[src/rtl/phase_search_pkg.sv]
// Shared types and helpers for the phase-vector search and phase-add stages.
package phase_search_pkg;

    typedef enum logic [1:0] {
        StIdle,
        StScan,
        StReport
    } state_e;

    localparam int unsigned CountWidth = 32;
    localparam int unsigned MaxQubit   = 64;
    localparam int unsigned MaxQubitW  = $clog2(MaxQubit);

    // Packed vectors carry qubit 0 in the MSB; unpacked arrays carry it at index 0.
    function automatic logic packed_to_unpacked_bit(input logic [MaxQubit-1:0] vec,
                                                    input int unsigned width,
                                                    input int unsigned idx);
        return vec[MaxQubitW'(width - 1 - idx)];
    endfunction

endpackage

[src/rtl/phase_vector_compare.sv]
// Combinational equality over a pair of unpacked phase vectors.
module phase_vector_compare
    import phase_search_pkg::*;
#(
    parameter int unsigned NUM_QUBIT = 3
) (
    input  logic a [0:NUM_QUBIT-1],
    input  logic b [0:NUM_QUBIT-1],
    output logic eq
);

    always_comb begin
        eq = 1'b1;
        for (int i = 0; i < int'(NUM_QUBIT); i++) begin
            if (a[i] != b[i]) begin
                eq = 1'b0;
            end
        end
    end

endmodule

[src/rtl/phase_vector_search.sv]
// Searches the rotating phase-vector array for a query, rotating it one full turn.
// Optional match counter enabled by defining PHASE_SEARCH_MATCH_COUNT_EN.
module phase_vector_search
    import phase_search_pkg::*;
#(
    parameter int unsigned NUM_QUBIT = 3
) (
    input  logic                  clk,
    input  logic                  rst,
    input  logic                  start,
    input  logic [NUM_QUBIT-1:0]  query_vector,
    input  logic [CountWidth-1:0] counter_valid_vector,
    input  logic                  phase_left_out [0:NUM_QUBIT-1],
    output logic                  rotate_en,
    output logic                  busy,
    output logic                  valid_second_round,
    output logic                  valid_index_readout,
`ifdef PHASE_SEARCH_MATCH_COUNT_EN
    output logic [CountWidth-1:0] match_count,
`endif
    output logic [CountWidth-1:0] match_index
);

    state_e                state_q, state_d;
    logic [CountWidth-1:0] scan_idx_q, scan_idx_d;
    logic [CountWidth-1:0] n_lat_q, n_lat_d;
    logic [CountWidth-1:0] match_index_q, match_index_d;
    logic                  found_q, found_d;
    logic                  query_q [0:NUM_QUBIT-1];
    logic                  query_d [0:NUM_QUBIT-1];
    logic                  eq;

    phase_vector_compare #(
        .NUM_QUBIT(NUM_QUBIT)
    ) u_compare (
        .a (phase_left_out),
        .b (query_q),
        .eq(eq)
    );

    always_comb begin
        state_d       = state_q;
        scan_idx_d    = scan_idx_q;
        n_lat_d       = n_lat_q;
        match_index_d = match_index_q;
        found_d       = found_q;
        query_d       = query_q;
        unique case (state_q)
            StIdle: begin
                if (start) begin
                    for (int i = 0; i < int'(NUM_QUBIT); i++) begin
                        query_d[i] = packed_to_unpacked_bit(MaxQubit'(query_vector), NUM_QUBIT,
                                                            i);
                    end
                    n_lat_d       = counter_valid_vector;
                    scan_idx_d    = '0;
                    found_d       = 1'b0;
                    match_index_d = '0;
                    state_d       = (counter_valid_vector == '0) ? StReport : StScan;
                end
            end
            StScan: begin
                // Only the first hit records its position.
                if (eq && !found_q) begin
                    found_d       = 1'b1;
                    match_index_d = scan_idx_q;
                end
                scan_idx_d = scan_idx_q + 1;
                if (scan_idx_q == n_lat_q - 1) begin
                    state_d = StReport;
                end
            end
            StReport: state_d = StIdle;
            default:  state_d = StIdle;
        endcase
    end

    always_ff @(posedge clk or posedge rst) begin
        if (rst) begin
            state_q       <= StIdle;
            scan_idx_q    <= '0;
            n_lat_q       <= '0;
            match_index_q <= '0;
            found_q       <= 1'b0;
            for (int i = 0; i < int'(NUM_QUBIT); i++) begin
                query_q[i] <= 1'b0;
            end
        end else begin
            state_q       <= state_d;
            scan_idx_q    <= scan_idx_d;
            n_lat_q       <= n_lat_d;
            match_index_q <= match_index_d;
            found_q       <= found_d;
            query_q       <= query_d;
        end
    end

`ifdef PHASE_SEARCH_MATCH_COUNT_EN
    logic [CountWidth-1:0] count_q, count_d;

    always_comb begin
        count_d = count_q;
        if (state_q == StIdle && start) begin
            count_d = '0;
        end else if (state_q == StScan && eq && count_q != '1) begin
            count_d = count_q + 1;
        end
    end

    always_ff @(posedge clk or posedge rst) begin
        if (rst) begin
            count_q <= '0;
        end else begin
            count_q <= count_d;
        end
    end

    assign match_count = count_q;
`endif

    assign rotate_en           = (state_q == StScan);
    assign busy                = (state_q != StIdle);
    assign valid_second_round  = (state_q == StReport);
    assign valid_index_readout = found_q;
    assign match_index         = match_index_q;

endmodule
[config.mk]
export PLATFORM = sky130hd
export DESIGN_NAME = phase_vector_search
export DESIGN_NICKNAME = d
export VERILOG_FILES = /design/src/rtl/phase_search_pkg.sv /design/src/rtl/phase_vector_compare.sv /design/src/rtl/phase_vector_search.sv
export SDC_FILE = /design/constraint.sdc
export NUM_CORES = 1
export LEC_CHECK = 0
export ABC_AREA = 1
export CORE_MARGIN = 2
export CORE_UTILIZATION = 55
export CTS_CLUSTER_SIZE = 25
export DETAILED_ROUTE_END_ITERATION = 8
export GPL_TIMING_DRIVEN = 0
export PLACE_DENSITY = 0.79
export SLEW_MARGIN = 20
export SYNTH_ARGS = -nofsm -noshare
export SYNTH_HDL_FRONTEND = slang
export SYNTH_SLANG_ARGS = --single-unit
[constraint.sdc]
create_clock -name clk -period 3.83 [get_ports clk]
set_input_delay 0.383 -clock clk [delete_from_list [all_inputs] [get_ports clk]]
set_output_delay 0.383 -clock clk [all_outputs]
set_load 0.1 [all_outputs]
== Word level (Yosys, flattened, before mapping) ==
Index checks and enable logic that the tools add are counted.

* $add $sub $neg: 2
* Eq/ne operators: 9
* Multiplexer cells: 14
* Reduce and logical (&&, ||, !) cells: 10

{| class="wikitable"
|+ Operator list
! operator !! count
|-
| 32-bit one-hot mux with 2 select lines || 2
|-
| 32-bit 2-to-1 mux || 2
|-
| 32-bit by 1-bit adder with 32-bit output, second input constant || 1
|-
| 32-bit equality test || 1
|-
| 32-bit zero test || 1
|-
| 32-bit by 1-bit subtractor with 32-bit output, second input constant || 1
|-
| 2-bit 2-to-1 mux || 3
|-
| 2-bit AND reduction || 3
|-
| 1-bit 2-to-1 mux || 5
|-
| 2-bit by 1-bit inequality test with 1-bit output, second input constant || 2
|-
| 2-bit one-hot mux with 2 select lines || 1
|-
| 2-bit nonzero test || 2
|-
| 1-bit inequality test || 3
|-
| 3-bit AND reduction || 1
|-
| 2-bit by 1-bit equality test with 1-bit output, second input constant || 1
|-
| 2-bit equality test, second input constant || 1
|-
| 2-bit zero test || 1
|-
| 2-bit inequality test, second input constant || 1
|-
| 1-bit one-hot mux with 2 select lines || 1
|-
| 1-bit logical AND || 1
|-
| 1-bit zero test || 1
|}

* Register bits after elaboration: 102
* Input bits: 41
* Logic and storage cells: 43

== Logic depth before layout (Yosys ltp) ==
Gate-level depths: netlist of the first run.

* Depth after elaboration: 7
* Gate-level depth with buffers: 15
* Depth with buffers taken out: 15

== By module ==
From an unflattened synthesis of the first run, not the netlist that was laid out.

* Cells, all modules: 780
* Area total of the unflattened synthesis: 5,751.8 sq um

{| class="wikitable"
|+ By module, submodules not included
! module !! times used !! cells an instance !! area each (sq um)
|-
| phase_vector_search || 1 || 767 || 5,695.5
|-
| phase_vector_compare || 1 || 13 || 56.3
|}

== Least setup slack after synthesis of the first run ==
No wires, ideal clock.

* Path kind: reg-to-output
* Start: register state_q[1]
* End: output valid_second_round
* Data arrival time: 1.702 ns
* Data required time: 3.447 ns
* Path slack: 1.745 ns
* Stages on the path, launching flop included: 3
* Buffers on the path: 0
* Cell sequence: dfrtp_1 inv_1 nor2_1

* Word-level cells in the longest chain between the ends: 1

{| class="wikitable"
|+ Ends and longest elaborated chain
! item !! line !! source
|-
| from (decl) || phase_vector_search.sv:24 || <nowiki>state_e state_q, state_d;</nowiki>
|-
| from (signal assigned) || phase_vector_search.sv:80 || <nowiki>state_q <= StIdle;</nowiki>
|-
| from (signal assigned) || phase_vector_search.sv:89 || <nowiki>state_q <= state_d;</nowiki>
|-
| 2-bit equality test || phase_vector_search.sv:123 || <nowiki>assign valid_second_round = (state_q == StReport);</nowiki>
|-
| to (decl) || phase_vector_search.sv:16 || <nowiki>output logic valid_second_round,</nowiki>
|}

Every way passes these cells.

== Worst setup path after layout of the first run ==
* Start: register state_q[1]
* End: output rotate_en

* Word-level cells in the longest chain between the ends: 1

{| class="wikitable"
|+ Ends and longest elaborated chain
! item !! line !! source
|-
| 2-bit by 1-bit equality test with 1-bit output || phase_vector_search.sv:121 || <nowiki>assign rotate_en = (state_q == StScan);</nowiki>
|-
| to (decl) || phase_vector_search.sv:14 || <nowiki>output logic rotate_en,</nowiki>
|}

Every way passes these cells.

==> flow_metrics.tcl, run 1 <==
set metrics [dict create \
    ys_types 38 \
    dr.pass1.iters 5 \
    reg2reg_slack_ns 1.67 \
    synth.avg_cell_area_um2 7.33 \
    grt_pass1_wl_mm 24.9 \
    endpoint "rotate_en" \
    crit_arrival_ns 2.48 \
    final_net_count 945 \
    r2r-start "n_lat_q[0]" \
    place_inst 1031 \
    p_sw_share_pct 50.7 \
    yosysMostFrequentCell "nand2_1" \
    drc 0 \
    core_area_um2 10700 \
    use_met1_pct 38.0 \
    p_clk_share_pct 14.9 \
    start_util_pct 55.8 \
    syn_area_um2 5970 \
    synthTopCellsByArea "dfrtp_1 43%, nand2_1 15%, nor2_1 5.7%" \
    root_buffer "clkbuf_8" \
    diodes 0 \
    relSlewSlack_pct 34.1 \
    end_kind "output pin" \
    comb_power_share_pct 50.5 \
    worstPathRequired_ns 3.45 \
    syn_nets 857 \
    synth-seq-area-share_pct 42.8 \
    grt_setup_unrepaired "no" \
    drt_iter0_markers 350 \
    cts_hold_buffers 0 \
    synth_warnings 0 \
    tritoncts "built" \
    worstMarginPinSlew_ns 0.985 \
    io_buffers 76 \
    dieWidth_um 108 \
    cts.sinks 102 \
    fin_tns_setup_ns 0 \
    rows 38 \
    grt_max_degree 59 \
    reg2reg_depth 13 \
    status "finished clean" \
    power.internal_mw 2.38 \
    worst_setup_path_start_kind "flop" \
    setup_viol 0 \
    vias 5565 \
    r2r_end "state_q[0]" \
    power.density_nw_per_um2 676 \
    use_met3_pct 4.22 \
    clk_pin_slew_ns 0.10 \
    grt.busiest_layer "met2" \
    max_freq_mhz 349 \
    synth_seq_cells 102 \
    ioPinCount 77 \
    gr-total-overflow 0 \
    synth_edf_count 0 \
    antenna_found_initial 0 \
    met2_usage_pct 44.9 \
    synthToLayoutAreaGrowth_pct 19.6 \
    synth_top_area_share_pct 42.8 \
    leakage_nw 3.51 \
    yosys.area.top_type "dfrtp_1" \
    track_usage_pct 27.3 \
    synth-main-ff-cell "dfrtp_1" \
    ctsResizeCount 0 \
    power_frac_seq_pct 34.6 \
    cts_setup_buffers 0 \
    grt_pass1_vias 5178 \
    instances_no_fill 1047 \
    routedWlPerCell_um 14.3 \
    switchingPower_mw 2.45 \
    synthTopCellsByCount "234 x nand2_1, 102 x dfrtp_1, 91 x nor2_1, 80 x inv_1, 68 x nand3_1" \
    htreeDepth 3 \
    finalHoldViolations 0 \
    peakVddDrop_mv 0.556 \
    gp_congestion 0.902 \
    path_class "flop to output pin" \
    ant_nets 0 \
    skew_ns 0.00735 \
    netlist_instances 814 \
    maxCapViolCount 0 \
    die-area_um2 11700 \
    cts_inserted_buffers 9 \
    cts_buffer_depth 2 \
    fin_crit_ns 2.87 \
    whs_ns 0.387 \
    die_height_um 108 \
    hpwlAfterDp_mm 11.8 \
    startpoint "state_q[1]" \
    post-route-period-util_pct 74.9 \
    drive_above_1_share_pct 6.50 \
    wirelength_mm 15.0 \
    cp_max_fo 10 \
    clock_latency_ns 0.37 \
    hold_path_class "input port to asynchronous set/reset pin" \
    asyncSetResetFlopFracSynth_pct 100 \
    slew_violations 0 \
    drt-vias-per-instance 5.32 \
]
-- kinds of logic after synthesis --
logic type,synth area share (%)
adders and majority gates,0.419
DFF,42.8
AOI/OAI and AO/OA,7.90
buffers and inverters,7.27
and+or+nand+nor,35.6
xor gates and xnor gates,6.02
-- worst min path at each step --
stage                startpoint  slack (ns)  cells past startpoint             end
floorplan           n_lat_q[31]        0.46                      2     n_lat_q[31]
global placement    n_lat_q[31]        0.48                      2     n_lat_q[31]
detailed placement  n_lat_q[31]        0.48                      2     n_lat_q[31]
CTS                         rst        0.40                      2  match_index[3]
global route                rst        0.42                      2  match_index[2]
finish                      rst        0.39                      2  match_index[0]
-- layout make-up --
class / count / area (um^2)
plain buffers: 26 / 115
clock buffers: 10 / 138
flip-flops and latches: 102 / 2550
repair buffers: 77 / 788
multi-input cells: 601 / 2980
clock inverters: 6 / 66.3
fillers: 963 / 3560
well taps: 140 / 175
inverters: 85 / 324
-- power by group through the flow --
stage / sequential (mW) / combinational (mW) / clock [mW]
floorplan: 2.61 / 0.900 / 0
global placement: 1.67 / 2.38 / 0
detailed placement: 1.68 / 2.43 / 0
CTS: 1.66 / 2.44 / 0.730
global route: 1.71 / 2.64 / 0.782
finish: 1.67 / 2.44 / 0.721
-- flip-flops by register name, indices dropped and copies added (netlist names) --
| name | count |
|---|---|
| match_index | 32 |
| n_lat_q | 32 |
| scan_idx_q | 32 |
| query_q | 3 |
| state_q | 2 |
| valid_index_readout | 1 |
-- cells in the final DEF, fill, tap and decap left out, types with 3 or more instances in the layout --
| cell type | instances |
|---|---|
| inv_2 | 4 |
| dfrtp_1 | 102 |
| nand3_1 | 68 |
| nand2_2 | 5 |
| clkdlybuf4s50_1 | 76 |
| clkbuf_8 | 10 |
| inv_1 | 79 |
| nor2_1 | 91 |
| nor4_1 | 9 |
| nor2_4 | 6 |
| nor2_2 | 10 |
| nor3_2 | 4 |
| inv_6 | 4 |
| o21ai_1 | 4 |
| xor2_1 | 19 |
| nand2_1 | 234 |
| and2_1 | 3 |
| nor3_1 | 13 |
| o21ai_0 | 54 |
| nand3b_1 | 6 |
| buf_1 | 6 |
| clkbuf_1 | 16 |
| xnor2_1 | 22 |
| a21oi_1 | 15 |
| o22ai_1 | 8 |
| nand4_1 | 14 |
-- stage by stage --
step	power, mW	instance area [um^2]	setup WS [ns]	util, %
global route	5.12	7140	0.907	66.7
floorplan	3.51	5970	0.772	-
CTS	4.83	7140	0.966	66.7
finish	4.83	7140	0.962	66.7
detailed placement	4.11	6940	1.37	64.8
global placement	4.05	6900	-0.610	64.5
-- routing by layer --
| layer | part of all wire [%] | wire [um] |
|---|---|---|
| met5 | 0 | 0 |
| met1 | 46 | 6880 |
| met2 | 47 | 7070 |
| met3 | 5.8 | 866 |
| met4 | 1.1 | 170 |
-- worst max-delay path: stages, from the launching register on --
cell,delay (ns)
dfrtp_1,0.44
nor2_4,0.31
buf_6,0.22
clkdlybuf4s50_1,1.15
(Power assumes the default switching activity.)
==> run 2: changes to the inputs <==
==> constraint.sdc (replaced) <==
create_clock -name clk -period 2.8 [get_ports clk]
set_input_delay 0.28 -clock clk [delete_from_list [all_inputs] [get_ports clk]]
set_output_delay 0.28 -clock clk [all_outputs]
set_load 0.1 [all_outputs]
==> flow_metrics.tcl, run 2 (synthesis gave the netlist of run 1 again) <==
set metrics [dict create \
    critPathSlowestCell "clkdlybuf4s50_1" \
    maxCapViolCount 0 \
    diodes 0 \
    ctsResizeCount 0 \
    grt_max_degree 36 \
    rows 38 \
    crit_arrival_ns 2.48 \
    register_area_um2 2550 \
    htreeDepth 3 \
    crit_family "buffers and inverters" \
    max_stage_delay_ns 1.15 \
    slew_violations 0 \
    routedWlPerCell_um 14.6 \
    core_area_um2 10700 \
    skew_ns 0.00855 \
    post-route-period-util_pct 98.4 \
    cp_max_fo 10 \
    antenna_found_initial 0 \
    grt_pass1_vias 5309 \
    grt_setup_unrepaired "no" \
    worst-path-buf-inv 2 \
    start_util_pct 55.8 \
    tritoncts "built" \
    ant_nets 0 \
    postPlaceCellArea_um2 6980 \
    cts_inserted_buffers 9 \
    worstMarginPinSlew_ns 0.978 \
    drc 0 \
    dieWidth_um 108 \
    die_height_um 108 \
    dr.pass1.iters 5 \
    max_freq_mhz 363 \
    hold_path_class "input port to asynchronous set/reset pin" \
    finalHoldViolations 0 \
    fin_tns_setup_ns 0 \
    drt-vias-per-instance 5.42 \
    worst_setup_path_start_kind "flop" \
    root_buffer "clkbuf_8" \
    final.fill_count 921 \
    gr-total-overflow 0 \
    leakage_nw 3.52 \
    grt_pass1_wl_mm 25.3 \
    drt_iter0_markers 399 \
    track_usage_pct 27.9 \
    vias 5681 \
    status "finished clean" \
    relSlewSlack_pct 34.6 \
    path_cells "nor2_4 > buf_6 > clkdlybuf4s50_1" \
    wirelength_mm 15.4 \
    cts.sinks 102 \
    final_area_um2 7170 \
    io_buffers 76 \
    end_kind "output pin" \
    worstPathRequired_ns 2.52 \
    clk_pin_slew_ns 0.10 \
    path_class "flop to output pin" \
    peakVddDrop_mv 0.729 \
    cts_setup_buffers 0 \
    multi_input_area_um2 2980 \
    fin_crit_ns 2.76 \
    hpwlAfterDp_mm 12.1 \
    ioPinCount 77 \
    final_net_count 947 \
    synthToLayoutAreaGrowth_pct 20.2 \
    drive_above_1_share_pct 6.50 \
    setup_viol 0 \
    die-area_um2 11700 \
    gp_congestion 0.921 \
    clock_latency_ns 0.39 \
    cts_hold_buffers 0 \
    layout_commonest_cell "nand2_1" \
    power.density_nw_per_um2 920 \
    layout_common_cells "234 x nand2_1, 102 x dfrtp_1, 91 x nor2_1" \
    cts_buffer_depth 2 \
]
## run 2: changes by cell type in the layout (fill, tap and decap cells not counted)
cell and change:
buf_12 +2, clkbuf_1 +1, clkinv_2 -2, clkinv_4 +2
clkinvlp_4 +1, inv_6 -3
## run 2: final timing paths
kind | slack, ns | from | end | cells after the start
setup / recovery | 0.04 | state_q[1] | rotate_en | 3
min in group clk | 0.43 | query_vector[2] | query_q[2] | 3
hold reg to reg | 0.50 | n_lat_q[31] | n_lat_q[31] | 2
max in group asynchronous | 1.89 | rst | n_lat_q[29] | 4
hold / removal | 0.22 | rst | match_index[5] | 2
setup reg to reg | 0.56 | n_lat_q[0] | state_q[0] | 13
## run 2: layer usage
layer	global-route usage [%]	wire length, um
met4	12.0	513
met3	3.19	959
met1	37.9	6750
met5	0	0
met2	45.6	7130
## run 2: power by group
group          switching, mW  internal, mW  total, mW
sequential             0.417          1.87       2.29
combinational           2.40         0.945       3.34
clock                  0.530         0.440      0.971
## run 2: metrics by stage
step	hold slack, ns	instances	utilization, %	setup slack [ns]	power, mW
final	0.216	1048	67.1	0.0445	6.60
after CTS	0.221	1048	67.1	0.0467	6.60
after detailed placement	0.482	1033	65.2	0.464	5.65
after floorplan	0.397	814	-	0.818	4.80
after global routing	0.235	1048	67.1	0.00582	6.98
after global placement	0.477	1030	64.6	0.328	5.54
## run 2: layout make-up
cell class | instances | share of cell area, %
Inverter | 85 | 4.50
Buffer | 26 | 1.60
Sequential cell | 102 | 35.6
Tap cell | 140 | 2.44
Clock buffer | 11 | 1.97
Multi-Input combinational cell | 601 | 41.6
Timing Repair Buffer | 79 | 11.5
Clock inverter | 4 | 0.785
## run 2: worst register-to-register path: stages, from the launching register on
cell and delay [ns]:
dfrtp_1 0.39, inv_1 0.15, ha_1 0.23, nand2_2 0.14, nor2_2 0.29, nand2_2 0.15, nor3_2 0.20, nor2_1 0.06
nor2_1 0.10, nand2_1 0.07, nor2_2 0.16, nand3_2 0.10, nand2_1 0.07, nand2_1 0.04
==> run 3: changes to the inputs <==
--- a/config.mk
+++ b/config.mk
@@ -5,13 +5,12 @@
 export SDC_FILE = /design/constraint.sdc
 export NUM_CORES = 1
 export LEC_CHECK = 0
-export ABC_AREA = 1
 export CORE_MARGIN = 2
 export CORE_UTILIZATION = 55
 export CTS_CLUSTER_SIZE = 25
 export DETAILED_ROUTE_END_ITERATION = 8
 export GPL_TIMING_DRIVEN = 0
-export PLACE_DENSITY = 0.79
+export PLACE_DENSITY = 0.8
 export SLEW_MARGIN = 20
 export SYNTH_ARGS = -nofsm -noshare
 export SYNTH_HDL_FRONTEND = slang
==> flow_metrics.tcl, run 3 <==
set metrics [dict create \
    status "finished clean" \
    ioPinCount 77 \
    power.density_nw_per_um2 899 \
    power_mw 6.04 \
    peakVddDrop_mv 0.531 \
    synth-seq-area-share_pct 46.9 \
    yosysMostFrequentCell "nand2_1" \
    hold_path_class "input port to asynchronous set/reset pin" \
    critPathSlowestCell "or4_4" \
    core_area_um2 9680 \
    drc 0 \
    clock_latency_ns 0.38 \
    grt_pass1_vias 4689 \
    cts.sinks 102 \
    gr-total-overflow 0 \
    grt_pass1_wl_mm 22.5 \
    synth-main-ff-cell "dfrtp_1" \
    tritoncts "built" \
    p_sw_share_pct 49.0 \
    synth_seq_cells 102 \
    rows 36 \
    leakage_nw 2.82 \
    routedWlPerCell_um 15.7 \
    ant_nets 0 \
    synthTopCellsByCount "209 x nand2_1, 102 x dfrtp_1, 50 x o21ai_0, 36 x clkbuf_1, 34 x xnor2_1" \
    drt-vias-per-instance 5.68 \
    synth_top_area_share_pct 46.9 \
    end_kind "flop" \
    drive_above_1_share_pct 6.46 \
    root_buffer "clkbuf_8" \
    power_frac_seq_pct 37.0 \
    reg2reg_slack_ns 0.09 \
    hpwlAfterDp_mm 10.5 \
    io_buffers 76 \
    skew_ns 0.0165 \
    asyncSetResetFlopFracSynth_pct 100 \
    worstPathRequired_ns 3.07 \
    max_freq_mhz 369 \
    comb_power_share_pct 47.9 \
    power.internal_mw 3.08 \
    p_clk_share_pct 15.1 \
    vias 4972 \
    setup_viol 0 \
    grt_max_degree 36 \
    cp_max_fo 7 \
    yosys.area.top_type "dfrtp_1" \
    grt_setup_unrepaired "yes" \
    relSlewSlack_pct 34.6 \
    die_height_um 104 \
    final.fill_count 777 \
    start_util_pct 56.2 \
    worst_setup_path_start_kind "flop" \
    dr.pass1.iters 5 \
    synthToLayoutAreaGrowth_pct 23.4 \
    maxCapViolCount 0 \
    diodes 0 \
    syn_nets 688 \
    path_cells "buf_6 > or4_4 > buf_6 > or4_4 > nor3_1 > a31oi_1 > a211oi_2 > nand4_1 > o21a_1" \
    syn_area_um2 5450 \
    synth.avg_cell_area_um2 8.44 \
    drt_iter0_markers 330 \
    antenna_found_initial 0 \
    path_class "flop to flop" \
    synth_warnings 0 \
    switchingPower_mw 2.96 \
    fin_crit_ns 2.71 \
    layout_commonest_cell "nand2_1" \
    ys_types 49 \
    synthTopCellsByArea "dfrtp_1 47%, nand2_1 14%, xnor2_1 5.5%" \
    crit_arrival_ns 2.98 \
    cts_inserted_buffers 9 \
    clk_pin_slew_ns 0.11 \
    utilization_pct 69.4 \
    synth_edf_count 0 \
    max_stage_delay_ns 0.51 \
    dieWidth_um 104 \
    worstMarginPinSlew_ns 0.977 \
    slew_violations 0 \
    netlist_instances 645 \
    cts_hold_buffers 0 \
    track_usage_pct 26.0 \
    layout_common_cells "209 x nand2_1, 102 x dfrtp_1, 75 x clkdlybuf4s50_1" \
    die-area_um2 10700 \
    htreeDepth 3 \
    gp_congestion 0.892 \
    finalHoldViolations 0 \
    wirelength_mm 13.8 \
    cts_buffer_depth 2 \
    post-route-period-util_pct 96.8 \
    final_net_count 781 \
]
==> run 3: repair_timing <==
item	4_1_cts	5_1_grt
endpoints found under the setup margin	3	9
setup buffers	0	3
endpoints found under the hold margin	0	0
gates resized for setup	3	10
==> run 3: path summary, 6_finish.rpt <==
path,startpoint,endpoint,cells past startpoint
setup reg to reg,n_lat_q[6],state_q[0],9
setup / recovery,n_lat_q[6],state_q[0],9
max in group asynchronous,rst,n_lat_q[19],3
hold / removal,rst,match_index[3],2
hold reg to reg,match_index[31],match_index[31],2
min in group clk,query_vector[0],query_q[0],3
==> run 3: power by group through the flow <==
stage                     Sequential (mW)  Clock, mW  Combinational [mW]
final                                2.23      0.913                2.89
after global routing                 2.29      0.972                3.08
after CTS                            2.22      0.924                2.86
after detailed placement             2.25          0                2.84
after global placement               2.23          0                2.75
after floorplan                      3.19          0                1.15
==> run 3: layout make-up <==
cell class	instances	area [um^2]	share of cell area [%]
clock buffers	9	124	1.84
well taps	133	166	2.48
flip-flops and latches	102	2550	38.0
repair buffers	82	850	12.6
multi-input cells	494	2750	41.0
inverters	9	41.3	0.614
plain buffers	40	165	2.46
clock inverters	7	67.6	1.01
==> run 3: metrics by stage <==
step                hold slack, ns  instances  TNS, ns  cell area [um^2]  worst slack, ns
finish                       0.278        876        0              6720           0.0889
global route                 0.322        876  -0.0373              6720          -0.0373
CTS                          0.290        873        0              6650          0.00148
detailed placement           0.470        857   -0.349              6440           -0.224
global placement             0.454        854   -0.326              6380           -0.214
floorplan                    0.385        645        0              5450            0.129
==> run 3: metal layers <==
layer / wire length [um] / part of all wire, % / vias to the layer above / GRT usage (%)
met2: 6560 / 48 / 179 / 41.8
met4: 370 / 2.7 / 0 / 9.46
met5: 0 / 0 / - / 0
met1: 6100 / 44 / 2369 / 36.2
met3: 750 / 5.4 / 38 / 3.71
li1: - / - / 2386 / -
==> run 3: cells by family after synthesis <==
family                   after synthesis  synth area share (%)
AO/OA/AOI/OAI                         84                  9.21
buffers and inverters                 49                  3.65
AND/OR/NAND/NOR                      343                  29.0
XOR/XNOR                              48                  7.72
adder cells (fa/ha/maj)                2                 0.459
flip-flops                           102                  46.9
multiplexers                          17                  3.12
==> run 3: critical path, delay by kind of cell (launching register included) <==
| family | cells | cell delay (ns) |
|---|---|---|
| flops | 1 | 0.40 |
| simple gates | 4 | 1.33 |
| buf+inv | 2 | 0.29 |
| compound gates | 3 | 0.57 |
